## config.mk

```make
export PLATFORM = sky130hd
export DESIGN_NAME = tm_engine_flat
export DESIGN_NICKNAME = d
export VERILOG_FILES = /design/src/rtl/tm_engine_if.sv /design/src/rtl/tm_engine.sv /design/src/flat_wrapper.sv
export SDC_FILE = /design/constraint.sdc
export NUM_CORES = 1
export LEC_CHECK = 0
export ABC_AREA = 1
export CAP_MARGIN = 10
export CORE_MARGIN = 1.5
export CORE_UTILIZATION = 35
export DETAILED_ROUTE_END_ITERATION = 16
export PLACE_DENSITY = 0.54
export SYNTH_ARGS = -nofsm -noshare
export SYNTH_HDL_FRONTEND = slang
export SYNTH_SLANG_ARGS = --single-unit
```

## constraint.sdc

```tcl
create_clock -name clk -period 14.3 [get_ports clk]
set_input_delay 2.86 -clock clk [delete_from_list [all_inputs] [get_ports clk]]
set_output_delay 2.86 -clock clk [all_outputs]
set_load 0.1 [all_outputs]
```

## src/rtl/tm_engine_if.sv

```systemverilog
// Tape memory handshake between tm_engine and the DRAM controller.
// The engine drives the request side; the controller answers with ack/busy/data.
interface tm_engine_if #(
    parameter int ADDR_W = 24
);
    logic [ADDR_W-1:0] m_addr;
    logic              m_write;
    logic              m_ena;
    logic [7:0]        wr_data;
    logic [7:0]        rd_data;
    logic              m_busy;
    logic              m_ack;

    modport master (
        output m_addr, m_write, m_ena, wr_data,
        input  rd_data, m_busy, m_ack
    );

    modport slave (
        input  m_addr, m_write, m_ena, wr_data,
        output rd_data, m_busy, m_ack
    );
endinterface

```

## src/rtl/tm_engine.sv

```systemverilog
// Runtime-programmable Turing-machine engine with a DRAM-backed tape.
// Rules are loaded through a write port; tape accesses use a req/ack/busy handshake.
module tm_engine #(
    parameter int SYM_W   = 3,
    parameter int STATE_W = 2,
    parameter int ADDR_W  = 24,
    parameter int COUNT_W = 40,
    parameter logic [ADDR_W-1:0] START_ADDR = ADDR_W'(1) << (ADDR_W - 1)
) (
    input  logic                     clk,
    input  logic                     rst,
    input  logic                     start,
    input  logic                     clear_tape,
    input  logic                     abort,
    input  logic [COUNT_W-1:0]       max_steps,
    input  logic                     rule_we,
    input  logic [STATE_W+SYM_W-1:0] rule_idx,
    input  logic [STATE_W+SYM_W:0]   rule_data,
    tm_engine_if.master              mem,
    output logic [COUNT_W-1:0]       count,
    output logic [STATE_W-1:0]       cur_state,
    output logic [ADDR_W-1:0]        head,
    output logic                     running,
    output logic                     done,
    output logic                     halted,
    output logic                     limit_hit
);
    localparam int IDX_W  = STATE_W + SYM_W;
    localparam int RULE_W = STATE_W + 1 + SYM_W;
    localparam logic [STATE_W-1:0] HALT = '1;
    localparam logic [RULE_W-1:0] RULE_RST = {HALT, 1'b0, {SYM_W{1'b0}}};

    typedef enum logic [3:0] {
        IDLE, CLR_REQ, CLR_WAIT, RD_REQ, RD_WAIT,
        EXEC, WR_REQ, WR_WAIT, MOVE, DONE
    } state_t;

    state_t              st;
    logic [RULE_W-1:0]   rules [2**IDX_W];
    logic [COUNT_W-1:0]  max_q;
    logic [SYM_W-1:0]    sym;
    logic [SYM_W-1:0]    new_sym;
    logic [STATE_W-1:0]  nxt_state;
    logic                dir;
    logic [RULE_W-1:0]   rule;
    logic [ADDR_W-1:0]   nxt_head;
    logic                idle;

    assign idle     = (st == IDLE) || (st == DONE);
    assign rule     = rules[{cur_state, sym}];
    assign nxt_head = dir ? head + ADDR_W'(1) : head - ADDR_W'(1);

    generate
        if (SYM_W < 8) begin : g_unused
            logic unused_rd;
            assign unused_rd = ^mem.rd_data[7:SYM_W];
        end
    endgenerate

    always_ff @(posedge clk or posedge rst) begin
        if (rst) begin
            for (int i = 0; i < 2**IDX_W; i++) rules[i] <= RULE_RST;
        end else if (rule_we && idle) begin
            rules[rule_idx] <= rule_data;
        end
    end

    always_ff @(posedge clk or posedge rst) begin
        if (rst) begin
            st          <= IDLE;
            count       <= '0;
            cur_state   <= '0;
            head        <= START_ADDR;
            running     <= 1'b0;
            done        <= 1'b0;
            halted      <= 1'b0;
            limit_hit   <= 1'b0;
            max_q       <= '0;
            sym         <= '0;
            new_sym     <= '0;
            nxt_state   <= '0;
            dir         <= 1'b0;
            mem.m_addr  <= '0;
            mem.m_write <= 1'b0;
            mem.m_ena   <= 1'b0;
            mem.wr_data <= '0;
        end else begin
            unique case (st)
                IDLE, DONE: begin
                    if (start) begin
                        count       <= '0;
                        cur_state   <= '0;
                        head        <= START_ADDR;
                        halted      <= 1'b0;
                        limit_hit   <= 1'b0;
                        done        <= 1'b0;
                        running     <= 1'b1;
                        max_q       <= max_steps;
                        mem.m_ena   <= 1'b1;
                        mem.m_write <= clear_tape;
                        mem.wr_data <= '0;
                        mem.m_addr  <= clear_tape ? '0 : START_ADDR;
                        st          <= clear_tape ? CLR_REQ : RD_REQ;
                    end
                end
                CLR_REQ: if (mem.m_ack) begin
                    mem.m_ena <= 1'b0;
                    st        <= CLR_WAIT;
                end
                // m_addr doubles as the clear sweep pointer
                CLR_WAIT: if (!mem.m_busy) begin
                    if (abort) begin
                        running <= 1'b0;
                        done    <= 1'b1;
                        st      <= DONE;
                    end else if (mem.m_addr == '1) begin
                        mem.m_addr  <= head;
                        mem.m_write <= 1'b0;
                        mem.m_ena   <= 1'b1;
                        st          <= RD_REQ;
                    end else begin
                        mem.m_addr <= mem.m_addr + ADDR_W'(1);
                        mem.m_ena  <= 1'b1;
                        st         <= CLR_REQ;
                    end
                end
                RD_REQ: if (mem.m_ack) begin
                    mem.m_ena <= 1'b0;
                    st        <= RD_WAIT;
                end
                RD_WAIT: if (!mem.m_busy) begin
                    sym <= mem.rd_data[SYM_W-1:0];
                    st  <= EXEC;
                end
                EXEC: begin
                    {nxt_state, dir, new_sym} <= rule;
                    if (count != '1) count <= count + COUNT_W'(1);
                    if (rule[SYM_W-1:0] == sym) begin
                        st <= MOVE;
                    end else begin
                        mem.m_addr  <= head;
                        mem.m_write <= 1'b1;
                        mem.wr_data <= 8'(rule[SYM_W-1:0]);
                        mem.m_ena   <= 1'b1;
                        st          <= WR_REQ;
                    end
                end
                WR_REQ: if (mem.m_ack) begin
                    mem.m_ena <= 1'b0;
                    st        <= WR_WAIT;
                end
                WR_WAIT: if (!mem.m_busy) st <= MOVE;
                MOVE: begin
                    head      <= nxt_head;
                    cur_state <= nxt_state;
                    if (nxt_state == HALT) begin
                        halted  <= 1'b1;
                        running <= 1'b0;
                        done    <= 1'b1;
                        st      <= DONE;
                    end else if (max_q != '0 && count == max_q) begin
                        limit_hit <= 1'b1;
                        running   <= 1'b0;
                        done      <= 1'b1;
                        st        <= DONE;
                    end else if (abort) begin
                        running <= 1'b0;
                        done    <= 1'b1;
                        st      <= DONE;
                    end else begin
                        mem.m_addr  <= nxt_head;
                        mem.m_write <= 1'b0;
                        mem.m_ena   <= 1'b1;
                        st          <= RD_REQ;
                    end
                end
                default: st <= IDLE;
            endcase
        end
    end
endmodule

```

## src/flat_wrapper.sv

```systemverilog
// flat-port wrapper written by rule: the top's interface ports become plain ports
module tm_engine_flat 
#(
    parameter int SYM_W   = 3,
    parameter int STATE_W = 2,
    parameter int ADDR_W  = 24,
    parameter int COUNT_W = 40,
    parameter logic [ADDR_W-1:0] START_ADDR = ADDR_W'(1) << (ADDR_W - 1)
)
  (clk, rst, start, clear_tape, abort, max_steps, rule_we, rule_idx, rule_data, count, cur_state, head, running, done, halted, limit_hit, mem_m_addr, mem_m_write, mem_m_ena, mem_wr_data, mem_rd_data, mem_m_busy, mem_m_ack);
  tm_engine_if #(.ADDR_W(ADDR_W)) mem_i ();
  input  logic clk;
  input  logic rst;
  input  logic start;
  input  logic clear_tape;
  input  logic abort;
  input  logic [COUNT_W-1:0] max_steps;
  input  logic rule_we;
  input  logic [STATE_W+SYM_W-1:0] rule_idx;
  input  logic [STATE_W+SYM_W:0] rule_data;
  output logic [COUNT_W-1:0] count;
  output logic [STATE_W-1:0] cur_state;
  output logic [ADDR_W-1:0] head;
  output logic running;
  output logic done;
  output logic halted;
  output logic limit_hit;
  output wire logic [$bits(mem_i.m_addr)-1:0] mem_m_addr;
  output wire logic [$bits(mem_i.m_write)-1:0] mem_m_write;
  output wire logic [$bits(mem_i.m_ena)-1:0] mem_m_ena;
  output wire logic [$bits(mem_i.wr_data)-1:0] mem_wr_data;
  input wire logic [$bits(mem_i.rd_data)-1:0] mem_rd_data;
  input wire logic [$bits(mem_i.m_busy)-1:0] mem_m_busy;
  input wire logic [$bits(mem_i.m_ack)-1:0] mem_m_ack;
  assign mem_m_addr = mem_i.m_addr;
  assign mem_m_write = mem_i.m_write;
  assign mem_m_ena = mem_i.m_ena;
  assign mem_wr_data = mem_i.wr_data;
  assign mem_i.rd_data = mem_rd_data;
  assign mem_i.m_busy = mem_m_busy;
  assign mem_i.m_ack = mem_m_ack;
  tm_engine #(.SYM_W(SYM_W), .STATE_W(STATE_W), .ADDR_W(ADDR_W), .COUNT_W(COUNT_W), .START_ADDR(START_ADDR)) u_core (.clk(clk), .rst(rst), .start(start), .clear_tape(clear_tape), .abort(abort), .max_steps(max_steps), .rule_we(rule_we), .rule_idx(rule_idx), .rule_data(rule_data), .mem(mem_i), .count(count), .cur_state(cur_state), .head(head), .running(running), .done(done), .halted(halted), .limit_hit(limit_hit));
endmodule
```

==> results of run 1 <==
## path summary, 6_finish.rpt
path / end / cells past startpoint / slack, ps
max: cur_state[1] / 1 / 9040
max in group asynchronous: u_core.sym[0] / 3 / 9940
min in group asynchronous: u_core.rules[74] / 2 / 2790
min: u_core.running / 2 / 470
max reg2reg: u_core.mem.m_addr[1] / 15 / 10020
min reg2reg: u_core.running / 2 / 470
## logic make-up after synthesis
group | count (synthesis)
AO/OA/AOI/OAI | 506
other | 1
AND/OR/NAND/NOR | 1303
buffers and inverters | 277
XOR/XNOR | 76
adder cells (fa/ha/maj) | 25
flip-flops | 341
## power by group
| part | internal, W | switching, W |
|---|---|---|
| Sequential | 0.00130 | 0.000270 |
| Combinational | 0.000680 | 0.00171 |
| Clock | 0.000713 | 0.000438 |
| Total | 0.00269 | 0.00242 |
## synth_stat cells, types with 24 or more instances
cell / count / share of area, %
a21oi_1: 54 / 1.4
clkbuf_1: 98 / 1.9
dfrtp_1: 276 / 36
dfstp_2: 65 / 9.0
ha_1: 24 / 1.6
inv_1: 131 / 2.6
nand2_1: 773 / 15
nand3_1: 172 / 4.5
nand4_1: 38 / 1.3
nor2_1: 222 / 4.4
nor3_1: 39 / 1.0
o21ai_0: 339 / 8.9
o22ai_1: 35 / 1.2
xnor2_1: 27 / 1.2
xor2_1: 49 / 2.3
## tightest hold or removal path, cell delays in order, from the launching register on
cell and delay [ps]:
dfrtp_1 340, nand2_1 50, nand2_1 50
## final cells by class
type	count	area [µm²]	area share [%]
Clock inverter	16	288	1.28
Antenna cell	2	5.00	0.0222
Multi-Input combinational cell	1915	9240	41.1
Timing Repair Buffer	175	1730	7.68
Sequential cell	341	8620	38.3
Inverter	142	543	2.41
Clock buffer	61	1200	5.35
Tap cell	696	871	3.87
## registers in the layout (all words and copies together) (netlist names), 2 cells and up
signal              count
u_core.rules          192
u_core.count           40
u_core.max_q           40
u_core.head            24
u_core.mem.m_addr      24
u_core.st               4
u_core.mem.wr_data      3
u_core.sym              3
u_core.cur_state        2
u_core.nxt_state        2
## layer usage
layer / part of all wire (%) / vias up / GRT usage [%]
met5: 0 / - / 0
met4: 2.6 / 0 / 7.45
met3: 5.8 / 94 / 3.59
met2: 46 / 514 / 36.6
met1: 45 / 8546 / 30.5
li1: - / 8555 / -
## stage by stage
| step | power (W) | utilization (%) |
|---|---|---|
| floorplan | 0.00331 | - |
| global placement | 0.00392 | 39.1 |
| detailed placement | 0.00396 | 39.1 |
| CTS | 0.00513 | 41.9 |
| global route | 0.00545 | 41.9 |
| finish | 0.00511 | 41.9 |
==> run_results.csv, run 1 <==
group,metric,value,unit
run_status,status,"finished, final reports clean",
placed_design,portBuffers,160,
final_layout,final_common_cell,"nand2_1",
final_layout,final_cell_area,0.0225,mm²
clock_tree,cts_buffers,42,
run,max_cap_violations,0,
power,power_leakage,9.74,nW
critical_path,end_kind,"primary output",
clock_tree,postCtsSetupRepairBufs,0,
sta,slew_headroom,22.4,%
floorplan,io_pins,171,
critical_path,start_kind,"flop",
grt,grt_usage,22.5,%
floorplan,die_y,236,µm
logic_synthesis,synth-xor-area-share,3.51,%
final_layout,nFillCells,5481,
power,peakVddDrop,146,µV
sta,holdWs,472,ps
clock_tree,clock_path_buffers,3,
logic_synthesis,yosys_warnings,0,
placed_design,gp_congestion,0.917,
grt,grt-ovfl-total,0,
detailed_routing,ant_nets,0,
logic_synthesis,synth_edf_count,0,
logic_synthesis,netlist_area,0.0190,mm²
floorplan,num_rows,85,
sta,rsz0062_at_grt,"false",
floorplan,core,0.0537,mm²
detailed_routing,drt_iter0_markers,1306,
floorplan,dieArea,0.0556,mm²
clock_tree,clock-root-buffer,"clkbuf_16",
logic_synthesis,ys.flop_type,"dfrtp_1",
clock_tree,numClockSinks,341,
grt,antenna_found_initial,2,
detailed_routing,drt_pre_antenna_iters,5,
critical_path,crit_buf_inv,1,
sta,fin_setup_tns,0,ps
logic_synthesis,muxShareOfSynthArea,0,%
detailed_routing,drc,0,
logic_synthesis,synth_compound_area_share,14.5,%
clock_tree,path_clk_slew,60,ps
critical_path,cp.required,11440,ps
logic_synthesis,ys_types,52,
sta,worst_pin_slew,1160,ps
critical_path,cp_max_fo,8,
placed_design,placed_cell_area,0.0210,mm²
placed_design,dp_slack,8580,ps
final_layout,fin_nets,2709,
floorplan,initial_core_util,35.3,%
final_layout,final_cell_mix,"nand2_1, o21ai_0, dfrtp_1",
detailed_routing,vias,17700,
critical_path,cp_slowest_cell,"clkdlybuf4s50_1",
critical_path,crit_family,"buffers and inverters",
clock_tree,htreeDepth,2,
clock_tree,clk_latency,590,ps
detailed_routing,vias_per_cell,5.29,
logic_synthesis,ys_seq_elements,341,
placed_design,dp.cells,3269,
logic_synthesis,seq_area_frac_synth,45.4,%
clock_tree,cts_hold_buffers,0,
final_layout,final_cells,3348,
placed_design,post-dp-hpwl,43.3,mm
power,powerDensity,227,mW/mm²
critical_path,crit_path_start,"u_core.cur_state[1]",
detailed_routing,wl_per_cell,18.8,µm
sta,slew_violations,0,
floorplan,die_width,236,µm
grt,grt_pass1_vias,17000,
clock_tree,cts_resized,0,
sta,fin_worst_skew,37.5,ps
sta,period_share,36.8,%
sta,max_freq,0.190,GHz
critical_path,r2r_start,"u_core.sym[1]",
min_path,hold_start,"u_core.running",
logic_synthesis,synthAdderAreaFrac,1.69,%
grt,grt_pass1_wl,98.3,mm
final_layout,drive_gt1_share,7.25,%
logic_synthesis,avgSynthCellArea,7.50,µm²
logic_synthesis,synthArstFlopShare,100,%
detailed_routing,routed_wl,62.8,mm
sta,layout_setup_ws,9040,ps
sta,setup_violations,0,
min_path,holdCritPathClass,"flop to flop",
clock_tree,cts_tree,"built",
grt,grt_max_degree,188,
logic_synthesis,synth_top_family_by_area,"simple AND/OR/NAND/NOR gates",
logic_synthesis,syn_inst,2529,
sta,hold_viol,0,
critical_path,cp_cell_sequence,"clkdlybuf4s50_1",
sta,finalCriticalPeriod,5260,ps
critical_path,max_stage_delay,1240,ps
critical_path,arrival,2400,ps
final_layout,syn_to_final_growth,18.6,%
logic_synthesis,yosys.area_share.simple,28.9,%
critical_path,critPathKind,"flop to primary output",
Power figures use the tool's default switching activity.
==> run 2: changes to the inputs <==
==> constraint.sdc (replaced) <==
create_clock -name clk -period 5.1 [get_ports clk]
set_input_delay 1.02 -clock clk [delete_from_list [all_inputs] [get_ports clk]]
set_output_delay 1.02 -clock clk [all_outputs]
set_load 0.1 [all_outputs]
==> run_results.csv, run 2 (synthesized netlist as in run 1, its figures left out) <==
group,metric,value,unit
critical_path,critPathKind,"flop to primary output",
detailed_routing,vias_per_cell,5.25,
clock_tree,cts_resized,0,
detailed_routing,drt_iter0_markers,1542,
sta,finalCriticalPeriod,3600,ps
critical_path,crit_buf_inv,1,
detailed_routing,ant_nets,0,
critical_path,cp_max_fo,16,
critical_path,end_kind,"primary output",
final_layout,regMostFlops,"u_core.rules",
critical_path,start_kind,"flop",
final_layout,reg_top3,"u_core.rules x192, u_core.count x40, u_core.max_q x40",
run_status,status,"finished, final reports clean",
final_layout,final_common_cell,"nand2_1",
clock_tree,cts_tree,"built",
grt,grt_max_degree,103,
grt,grt_pass1_vias,16800,
detailed_routing,routed_wl,63.0,mm
clock_tree,cts_buffers,42,
power,peakVddDrop,314,µV
critical_path,cp_slowest_cell,"clkdlybuf4s50_1",
clock_tree,path_clk_slew,60,ps
final_layout,fin_nets,2712,
floorplan,initial_core_util,35.3,%
grt,antenna_found_initial,3,
power,power_leakage,9.72,nW
sta,fin_worst_skew,21.8,ps
sta,holdWs,474,ps
placed_design,portBuffers,160,
final_layout,nFillCells,5466,
grt,grt_usage,22.6,%
clock_tree,htreeDepth,2,
clock_tree,postCtsSetupRepairBufs,0,
floorplan,num_rows,85,
detailed_routing,drt_pre_antenna_iters,5,
min_path,holdCritPathClass,"flop to flop",
critical_path,reg2reg_slack,1650,ps
sta,max_freq,0.278,GHz
grt,grt_pass1_wl,98.7,mm
sta,worst_pin_slew,1260,ps
floorplan,dieArea,0.0556,mm²
clock_tree,clock-root-buffer,"clkbuf_16",
critical_path,max_stage_delay,1250,ps
grt,grt-ovfl-total,0,
placed_design,gp_congestion,0.902,
floorplan,die_y,236,µm
final_layout,largest_reg_flops,192,
sta,slew_violations,0,
critical_path,arrival,2580,ps
floorplan,core,0.0537,mm²
clock_tree,clock_path_buffers,3,
sta,hold_viol,0,
final_layout,final_cell_mix,"nand2_1, o21ai_0, dfrtp_1",
detailed_routing,vias,17600,
critical_path,cp.required,4080,ps
final_layout,drive_gt1_share,7.35,%
detailed_routing,drc,0,
sta,setup_violations,0,
clock_tree,cts_hold_buffers,0,
clock_tree,numClockSinks,341,
detailed_routing,wl_per_cell,18.8,µm
sta,period_share,70.6,%
power,powerDensity,627,mW/mm²
final_layout,syn_to_final_growth,18.5,%
floorplan,io_pins,171,
sta,slew_headroom,16.2,%
sta,rsz0062_at_grt,"false",
run,max_cap_violations,0,
critical_path,cp_cell_sequence,"clkdlybuf4s50_1",
placed_design,post-dp-hpwl,43.8,mm
floorplan,die_width,236,µm
sta,fin_setup_tns,0,ps
clock_tree,clk_latency,570,ps
critical_path,crit_family,"buffers and inverters",
-- run 2: cell count changes in the layout (fill, tap and decap cells not counted), moves of 2 or more --
cell       before  now
clkinv_2        5    7
buf_12          1    4
bufinv_16       7    1
clkbuf_8        8   12
-- run 2: metrics by stage --
step                      instance area [µm²]  setup slack [ps]  std cells  power, W  util [%]
after global routing                    22500              1350       3351    0.0151      41.8
final                                   22500              1500       3351    0.0141      41.8
after global placement                  21000              1710       3271    0.0110      39.2
after CTS                               22400              1470       3347    0.0142      41.8
after detailed placement                21000              1690       3271    0.0111      39.2
after floorplan                         19000              -427       2533   0.00927         -
-- run 2: cell type report --
type                            instances  area, µm²  share of cell area (%)
Inverter                              142        539                    2.40
Antenna cell                            3       7.51                  0.0334
Clock inverter                         12        135                   0.601
Sequential cell                       341       8620                    38.3
Timing Repair Buffer                  178       1810                    8.04
Tap cell                              696        871                    3.88
Multi-Input combinational cell       1915       9240                    41.1
Clock buffer                           64       1250                    5.58
-- run 2: path summary, 6_finish.rpt --
path / end / depth (start not counted) / startpoint
setup / recovery: cur_state[0] / 1 / u_core.cur_state[0]
hold / removal: u_core.rules[77] / 2 / u_core.rules[77]
setup reg to reg: u_core.mem.m_addr[12] / 11 / u_core.dir
hold reg to reg: u_core.rules[77] / 2 / u_core.rules[77]
max in group asynchronous: u_core.max_q[37] / 3 / rst
min in group asynchronous: u_core.rules[162] / 2 / rst
-- run 2: metal layers --
layer  part of all wire (%)  wire [µm]  GRT usage (%)  vias to the layer above
li1                       -          -              -                     8567
met1                     45      28600           31.1                     8426
met2                     46      29100           36.2                      487
met3                    5.3       3370           3.12                      105
met4                    3.2       2000           8.37                        0
met5                      0          0              0                        -
-- run 2: power breakdown --
| group | leakage, nW | internal (W) | switching (W) |
|---|---|---|---|
| combinational | 4.66 | 0.00192 | 0.00474 |
| sequential | 4.38 | 0.00364 | 0.000810 |
| clock | 0.683 | 0.00175 | 0.00123 |
==> run 3: changes to the inputs <==
==> constraint.sdc (replaced) <==
create_clock -name clk -period 3.4 [get_ports clk]
set_input_delay 0.68 -clock clk [delete_from_list [all_inputs] [get_ports clk]]
set_output_delay 0.68 -clock clk [all_outputs]
set_load 0.1 [all_outputs]
==> run_results.csv, run 3 (synthesized netlist as in run 1, its figures left out) <==
group,metric,value,unit
critical_path,r2r-end,"u_core.mem.m_addr[2]",
critical_path,crit_family,"simple AND/OR/NAND/NOR gates",
final_layout,syn_to_final_growth,18.5,%
floorplan,core,0.0537,mm²
clock_tree,cts_tree,"built",
sta,worst_pin_slew,966,ps
sta,slew_violations,0,
final_layout,regMostFlops,"u_core.rules",
min_path,holdCritPathClass,"input port to asynchronous set/reset pin",
placed_design,gp_congestion,0.923,
final_layout,seqCellArea,0.00862,mm²
floorplan,io_pins,171,
grt,grt-ovfl-total,0,
detailed_routing,vias,17800,
critical_path,max_stage_delay,480,ps
detailed_routing,drt_pre_antenna_iters,5,
critical_path,cp_slowest_cell,"dfrtp_1",
placed_design,portBuffers,160,
final_layout,drive_gt1_share,12.1,%
final_layout,reg_top3,"u_core.rules x192, u_core.count x40, u_core.max_q x40",
final_layout,largest_reg_flops,192,
floorplan,die_y,236,µm
clock_tree,postCtsSetupRepairBufs,0,
critical_path,r2r_start,"u_core.st[1]",
sta,finalCriticalPeriod,3000,ps
detailed_routing,drt_iter0_markers,1603,
final_layout,final_cell_mix,"nand2_1, o21ai_0, dfrtp_1",
critical_path,start_kind,"flop",
clock_tree,clk_latency,590,ps
clock_tree,clock_path_buffers,3,
final_layout,multiInputGateArea,0.00924,mm²
sta,fin_worst_skew,33.2,ps
detailed_routing,wl_per_cell,18.8,µm
detailed_routing,drc,0,
placed_design,post-dp-hpwl,44.8,mm
critical_path,cp_cell_sequence,"inv_1, nor2_1, nand2_1, inv_2, nor2_1, nand2_1, nor2_1, nor3_1, nand2_1, inv_2, nand2_4, nand2_1, o21ai_2",
power,total_power,0.0212,W
sta,holdWs,477,ps
floorplan,dieArea,0.0556,mm²
critical_path,cp.required,3850,ps
floorplan,num_rows,85,
critical_path,end_kind,"flop",
grt,grt_max_degree,98,
power,peakVddDrop,611,µV
critical_path,critPathKind,"flop to flop",
power,powerDensity,942,mW/mm²
sta,hold_viol,0,
floorplan,initial_core_util,35.3,%
clock_tree,htreeDepth,2,
clock_tree,clock-root-buffer,"clkbuf_16",
clock_tree,cts_buffers,41,
critical_path,reg2reg_slack,400,ps
grt,grt_usage,23.0,%
critical_path,cp_max_fo,34,
final_layout,fin_nets,2743,
critical_path,reg2reg_depth,13,
sta,fin_setup_tns,0,ps
final_layout,nFillCells,5506,
detailed_routing,ant_nets,0,
clock_tree,cts_hold_buffers,0,
floorplan,die_width,236,µm
sta,max_freq,0.334,GHz
grt,grt_pass1_wl,101,mm
run,max_cap_violations,0,
grt,grt_pass1_vias,17000,
run_status,status,"finished, final reports clean",
detailed_routing,routed_wl,63.5,mm
clock_tree,numClockSinks,341,
sta,period_share,88.2,%
sta,rsz0062_at_grt,"false",
final_layout,final_cell_area,0.0225,mm²
critical_path,arrival,3450,ps
detailed_routing,vias_per_cell,5.27,
power,power_leakage,10.1,nW
grt,antenna_found_initial,3,
sta,slew_headroom,35.6,%
clock_tree,cts_resized,0,
final_layout,final_common_cell,"nand2_1",
placed_design,placed_cell_area,0.0211,mm²
critical_path,crit_top_cell,"nand2_1",
critical_path,crit_buf_inv,3,
sta,setup_violations,0,
clock_tree,path_clk_slew,60,ps
-- run 3: cell types whose count changed in the layout (fill, tap and decap cells not counted), sizes merged --
cell	before	now
clkdlybuf4s50	160	61
buf	18	149
clkinv	12	14
clkinvlp	2	1
inv	139	140
clkbuf	64	61
bufinv	1	2
-- run 3: layout make-up --
type / count / share of cell area, %
Antenna cell: 3 / 0.0334
Tap cell: 696 / 3.88
Sequential cell: 341 / 38.3
Inverter: 142 / 2.40
Multi-Input combinational cell: 1915 / 41.1
Clock buffer: 61 / 5.26
Timing Repair Buffer: 210 / 8.14
Clock inverter: 15 / 0.802
-- run 3: worst max path at each step --
stage | startpoint | to | slack [ps] | cells after the start
5_1_grt | u_core.sym[0] | u_core.mem.m_addr[1] | 140 | 14
3_5_place_dp | u_core.st[1] | u_core.mem.m_addr[2] | 470 | 13
6_report | u_core.st[1] | u_core.mem.m_addr[2] | 400 | 13
3_3_place_gp | u_core.dir | u_core.mem.m_addr[11] | 500 | 11
4_1_cts | u_core.st[1] | u_core.mem.m_addr[2] | 450 | 13
2_1_floorplan | rst | u_core.count[0] | -1790 | 1
-- run 3: report_power, final --
part	internal [W]	switching, W
combinational	0.00287	0.00727
clock	0.00259	0.00185
sequential	0.00546	0.00112
total	0.0109	0.0102
-- run 3: per-layer routing --
| layer | track usage, % | wire length (µm) |
|---|---|---|
| met1 | 31.7 | 28700 |
| met5 | 0 | 0 |
| met2 | 37.0 | 29500 |
| met3 | 3.09 | 3430 |
| met4 | 8.37 | 1880 |
-- run 3: metrics by stage --
step	worst slack, ps	util (%)	std cells
after CTS	449	41.8	3380
after floorplan	-1790	-	2533
after global placement	497	39.3	3304
after global routing	139	41.8	3383
final	403	41.8	3383
after detailed placement	467	39.3	3304
